[src/rtl/mips_pkg.sv]
// Shared definitions for the MIPS-style pipeline: opcodes, fetch state encoding
// and the sequential PC increment.
package mips_pkg;

    localparam logic [5:0] OP_RTYPE = 6'b00_0000;
    localparam logic [5:0] OP_ADDI  = 6'b00_1000;
    localparam logic [5:0] OP_LW    = 6'b10_0011;
    localparam logic [5:0] OP_SW    = 6'b10_1011;
    localparam logic [5:0] OP_BEQ   = 6'b00_0100;
    localparam logic [5:0] OP_J     = 6'b00_0010;
    localparam logic [5:0] OP_HALT  = 6'b11_1111;

    localparam logic [31:0] PC_STEP = 32'd4;

    typedef enum logic [1:0] {
        FETCH  = 2'b00,
        ISSUE  = 2'b01,
        HALTED = 2'b10
    } fetch_state_e;

endpackage

[src/rtl/pc_reg.sv]
// Program counter: reset load, sequential increment, and word-aligned redirect load.
module pc_reg
    import mips_pkg::*;
#(
    parameter logic [31:0] RESET_PC = 32'h0000_0000
) (
    input  logic        i_clk,
    input  logic        i_rst,
    input  logic        i_inc,
    input  logic        i_load,
    input  logic [31:0] i_load_pc,
    output logic [31:0] o_pc
);

    logic [31:0] r_pc;

    // PC update; redirect wins over increment and its low two bits are dropped
    always_ff @(posedge i_clk) begin
        if (i_rst) begin
            r_pc <= RESET_PC;
        end else if (i_load) begin
            r_pc <= {i_load_pc[31:2], 2'b00};
        end else if (i_inc) begin
            r_pc <= r_pc + PC_STEP;
        end else begin
            r_pc <= r_pc;
        end
    end

    assign o_pc = r_pc;

endmodule

[src/rtl/instr_fetch.sv]
// Fetch stage: req/ack fetch from instruction memory into the IF/ID register.
// Optional IFETCH_PERF_CNT_EN adds a saturating fetch_count output.
module instr_fetch
    import mips_pkg::*;
#(
    parameter logic [31:0] RESET_PC    = 32'h0000_0000,
    parameter logic [5:0]  HALT_OPCODE = OP_HALT
) (
    input  logic        clk,
    input  logic        rst,
    output logic        imem_req,
    output logic [31:0] imem_addr,
    input  logic [31:0] imem_rdata,
    input  logic        imem_ack,
    output logic [31:0] instr,
    output logic [5:0]  opcode,
    output logic [31:0] pc_plus4,
    output logic        instr_valid,
    input  logic        id_ready,
    input  logic        redirect_en,
    input  logic [31:0] redirect_pc,
    output logic        halted
`ifdef IFETCH_PERF_CNT_EN
    ,
    output logic [31:0] fetch_count
`endif
);

    fetch_state_e r_state;
    logic         r_imem_req;
    logic [31:0]  r_instr;
    logic [31:0]  r_pc_plus4;
    logic         r_instr_valid;
    logic         r_halted;
    logic [31:0]  w_pc;
    logic         w_redirect;
    logic         w_pc_inc;
    logic         w_ack_take;

    assign w_redirect = redirect_en && (r_state != HALTED);
    assign w_pc_inc   = (r_state == ISSUE) && id_ready && !redirect_en &&
                        (r_instr[31:26] != HALT_OPCODE);
    // An ack only counts while a request is actually outstanding and no redirect overrides it
    assign w_ack_take = (r_state == FETCH) && r_imem_req && imem_ack && !redirect_en;

    pc_reg #(
        .RESET_PC (RESET_PC)
    ) u_pc_reg (
        .i_clk     (clk),
        .i_rst     (rst),
        .i_inc     (w_pc_inc),
        .i_load    (w_redirect),
        .i_load_pc (redirect_pc),
        .o_pc      (w_pc)
    );

    // Fetch FSM and IF/ID register
    always_ff @(posedge clk) begin
        if (rst) begin
            r_state       <= FETCH;
            r_imem_req    <= 1'b0;
            r_instr       <= 32'h0000_0000;
            r_pc_plus4    <= 32'h0000_0000;
            r_instr_valid <= 1'b0;
            r_halted      <= 1'b0;
        end else begin
            case (r_state)
                FETCH: begin
                    if (redirect_en) begin
                        r_instr_valid <= 1'b0;
                        r_imem_req    <= 1'b1;
                    end else if (w_ack_take) begin
                        r_instr       <= imem_rdata;
                        r_pc_plus4    <= w_pc + PC_STEP;
                        r_instr_valid <= 1'b1;
                        r_imem_req    <= 1'b0;
                        r_state       <= ISSUE;
                    end else begin
                        r_imem_req    <= 1'b1;
                    end
                end
                ISSUE: begin
                    if (redirect_en) begin
                        r_instr_valid <= 1'b0;
                        r_imem_req    <= 1'b1;
                        r_state       <= FETCH;
                    end else if (id_ready && (r_instr[31:26] == HALT_OPCODE)) begin
                        r_instr_valid <= 1'b0;
                        r_halted      <= 1'b1;
                        r_imem_req    <= 1'b0;
                        r_state       <= HALTED;
                    end else if (id_ready) begin
                        r_instr_valid <= 1'b0;
                        r_imem_req    <= 1'b1;
                        r_state       <= FETCH;
                    end else begin
                        r_imem_req    <= 1'b0;
                    end
                end
                HALTED: begin
                    r_imem_req    <= 1'b0;
                    r_instr_valid <= 1'b0;
                    r_halted      <= 1'b1;
                end
                default: begin
                    r_state       <= FETCH;
                    r_imem_req    <= 1'b0;
                    r_instr_valid <= 1'b0;
                end
            endcase
        end
    end

`ifdef IFETCH_PERF_CNT_EN
    logic [31:0] r_fetch_count;

    // Saturating count of accepted, non-discarded fetches
    always_ff @(posedge clk) begin
        if (rst) begin
            r_fetch_count <= 32'h0000_0000;
        end else if (w_ack_take && (r_fetch_count != 32'hFFFF_FFFF)) begin
            r_fetch_count <= r_fetch_count + 32'd1;
        end else begin
            r_fetch_count <= r_fetch_count;
        end
    end

    assign fetch_count = r_fetch_count;
`endif

    assign imem_req    = r_imem_req;
    assign imem_addr   = w_pc;
    assign instr       = r_instr;
    assign opcode      = r_instr[31:26];
    assign pc_plus4    = r_pc_plus4;
    assign instr_valid = r_instr_valid;
    assign halted      = r_halted;

endmodule

[config.mk]
export PLATFORM = sky130hd
export DESIGN_NAME = instr_fetch
export DESIGN_NICKNAME = d
export VERILOG_FILES = /design/src/rtl/mips_pkg.sv /design/src/rtl/pc_reg.sv /design/src/rtl/instr_fetch.sv
export SDC_FILE = /design/constraint.sdc
export NUM_CORES = 1
export LEC_CHECK = 0
export ABC_CLOCK_PERIOD_IN_PS = 5900
export BUFFER_PORTS_ARGS = -buffer_cell sky130_fd_sc_hd__buf_2
export CORE_ASPECT_RATIO = 1.25
export CORE_MARGIN = 4
export CORE_UTILIZATION = 55
export CTS_BUF_LIST = sky130_fd_sc_hd__clkbuf_4 sky130_fd_sc_hd__clkbuf_8
export DETAILED_ROUTE_END_ITERATION = 8
export GPL_TIMING_DRIVEN = 0
export PLACE_DENSITY_LB_ADDON = 0.05
export SYNTH_ARGS = -nofsm -noshare
export SYNTH_HDL_FRONTEND = slang
export SYNTH_SLANG_ARGS = --single-unit
[constraint.sdc]
create_clock -name clk -period 5.9 [get_ports clk]
set_input_delay 0.885 -clock clk [delete_from_list [all_inputs] [get_ports clk]]
set_output_delay 0.885 -clock clk [all_outputs]
set_load 0.005 [all_outputs]
==> out/metrics.cfg <==
[timing]
setup_viol=0
final.setup_skew_ns=0.0130
min_period_ns=2.50
rsz0062_at_grt=no
post-route-period-util=0.425
fin_ws_ns=3.40
final_hold_viol_count=0
worstMarginPinSlew_ns=0.650
fmax_mhz=399
timing.slew.headroom=0.563
setup_tns_ns=0
slew_viol_final=0

[logic_synthesis]
synth_area_per_cell_um2=7.99
ys_seq_elements=97
ys.flop_type=dfxtp_1
yosysUniqueCellTypes=51
ys_seq_area_frac=0.421
synthCells=577
synth_area_um2=4610
synth_enable_flop_cells=0
yosysWarnings=0
async_reset_ff_frac=0

[pwr]
power.total_mw=1.38
p_leak_nw=2.45
ir_worst_vdd_uv=225
p_per_area_nw_per_um2=238

[setup_path]
cp_max_fo=10
cp.required_ns=6.21
worstSetupStartpointType=register
end_kind=register
crit_path_max_incr_delay_ns=0.49
startpoint=u_pc_reg.o_pc[2]
cp.arrival_ns=2.81
slowest_stage=dfxtp_1
worst-path-buf-inv=1
path_cells=ha_1 -> nand3_1 -> nor2_1 -> buf_4 -> nand3_2 -> or3_1 -> a31oi_1
critPathKind=register to register
r2r_start=u_pc_reg.o_pc[2]
crit_family=simple AND/OR/NAND/NOR gates

[floorplan]
die_width_um=89.9
dieArea_um2=9920
io_pins=174
coreArea_um2=8190
die_h_um=110
rows=37
initial_core_util=0.563

[placement]
dp_hpwl_mm=10.4
gp_congestion=0.911
pre_cts_slack_ns=3.17
dpl_cell_area_um2=5570
io_buffers=165

[detailed_routing]
dr.pass1.iters=5
finalWirelength_mm=13.7
drt_iter0_drc=342
wl_per_cell_um=15.9
routed_via_density=5.70
vias=4889
ant_nets=0
drc_errors=0

[cells_and_area]
ff_latch_area_um2=1940
fillers=735
diodes=0
area_growth_pct=25.6
final_cell_area_um2=5790
nets=826
utilization=0.707
drive_gt1_frac=0.296
multi_input_area_um2=2360

[clock_tree]
cts_tree=done
cts_buffers=9
clkSinkCount=97
h-tree-depth=3
hold_buffers=0
clk_pin_slew_ns=0.10
clockBufferDepth=2
postCtsSetupRepairBufs=0
ctsResizeCount=0
clkLatencyLatePin_ns=0.38
root_buffer=clkbuf_8

[status]
status=complete, no violations

[global_route]
grt_pass1_wl_mm=21.7
grt_start_max_net_pins=17
grt_pass1_vias=4583
gr-usage-all-layers=0.270
antenna_found_initial=0
overflow=0

[hold_path]
hold_class=register to register
min-delay-start=instr[5]

[flow_run]
maxCapViolCount=0

## state kept, by name, indices dropped and copies added, names as in the netlist
name           count
halted             1
imem_req           1
instr             32
instr_valid        1
pc_plus4          30
r_state            2
u_pc_reg.o_pc     30
## logic make-up after synthesis
| group | Yosys count | share of synthesized area |
|---|---|---|
| AND/OR/NAND/NOR | 230 | 0.244 |
| multiplexers | 1 | 0.00217 |
| AO/OA/AOI/OAI | 153 | 0.206 |
| adder cells (fa/ha/maj) | 1 | 0.00271 |
| flip-flops | 97 | 0.421 |
| XOR/XNOR | 28 | 0.0532 |
| other | 1 | 0.000813 |
| buffers and inverters | 66 | 0.0700 |
## layer usage
| metal | part of all wire | routed length (µm) | track usage |
|---|---|---|---|
| met5 | 0 | 0 | 0 |
| met4 | 0.030 | 407 | 0.137 |
| met1 | 0.38 | 5210 | 0.300 |
| met3 | 0.083 | 1140 | 0.0713 |
| met2 | 0.51 | 6910 | 0.481 |
## worst paths after layout
check	endpoint	cells past startpoint	slack, ns
hold / removal	instr[5]	2	0.46
hold reg to reg	instr[5]	2	0.46
setup / recovery	u_pc_reg.o_pc[30]	7	3.40
setup reg to reg	u_pc_reg.o_pc[30]	7	3.40
## cell type report
cell class,count,area share
Sequential cell,97,0.335
Buffer,60,0.0518
Clock buffer,10,0.0227
Clock inverter,6,0.0156
Multi-Input combinational cell,417,0.407
Inverter,6,0.00389
Tap cell,97,0.0210
Timing Repair Buffer,165,0.143
## worst reg2reg max path, cell delays in order (launching register included)
cell,delay (ns)
dfxtp_1,0.49
ha_1,0.31
nand3_1,0.29
nor2_1,0.47
buf_4,0.28
nand3_2,0.09
or3_1,0.33
a31oi_1,0.18
## where the power goes
part / switching [mW] / internal (mW) / total, mW
combinational: 0.0965 / 0.0780 / 0.175
sequential: 0.0280 / 0.686 / 0.714
clock: 0.243 / 0.246 / 0.489
total: 0.367 / 1.01 / 1.38
## synth_stat cells, types with 5 or more instances
cell | instances | area (µm²)
a21oi_1 | 54 | 270
nor2_1 | 63 | 236
nand3_1 | 13 | 65.1
nand4_1 | 10 | 62.6
xnor2_1 | 12 | 105
o21ai_0 | 21 | 105
nand2_1 | 96 | 360
a22oi_1 | 5 | 37.5
xor2_1 | 16 | 140
buf_2 | 13 | 65.1
dfxtp_1 | 97 | 1940
nand3_2 | 5 | 50.1
clkbuf_1 | 31 | 116
or3_1 | 13 | 81.3
a211oi_1 | 29 | 218
inv_1 | 6 | 22.5
buf_4 | 11 | 82.6
a31oi_1 | 21 | 131
nor4_1 | 7 | 43.8
## per-stage QoR
step                cells  hold slack [ns]
finish                858            0.456
global route          858            0.472
CTS                   858            0.458
detailed placement    842            0.443
global placement      842            0.431
floorplan             580            0.442
## placed cells by master, fill, tap and decap left out, types with 5 or more instances in the layout
| master | netlist | routed |
|---|---|---|
| buf_2 | 13 | 178 |
| dfxtp_1 | 97 | 97 |
| nand2_1 | 96 | 96 |
| nor2_1 | 63 | 63 |
| a21oi_1 | 54 | 54 |
| clkbuf_1 | 31 | 31 |
| a211oi_1 | 29 | 29 |
| o21ai_0 | 21 | 21 |
| a31oi_1 | 21 | 21 |
| xor2_1 | 16 | 16 |
| nand3_1 | 13 | 13 |
| or3_1 | 13 | 13 |
| xnor2_1 | 12 | 12 |
| buf_4 | 11 | 11 |
| nand4_1 | 10 | 10 |
| clkbuf_8 | 0 | 9 |
| nor4_1 | 7 | 7 |
| inv_1 | 6 | 6 |
| a22oi_1 | 5 | 5 |
| nand3_2 | 5 | 5 |
Note: power is estimated with default switching activity, not from simulation.
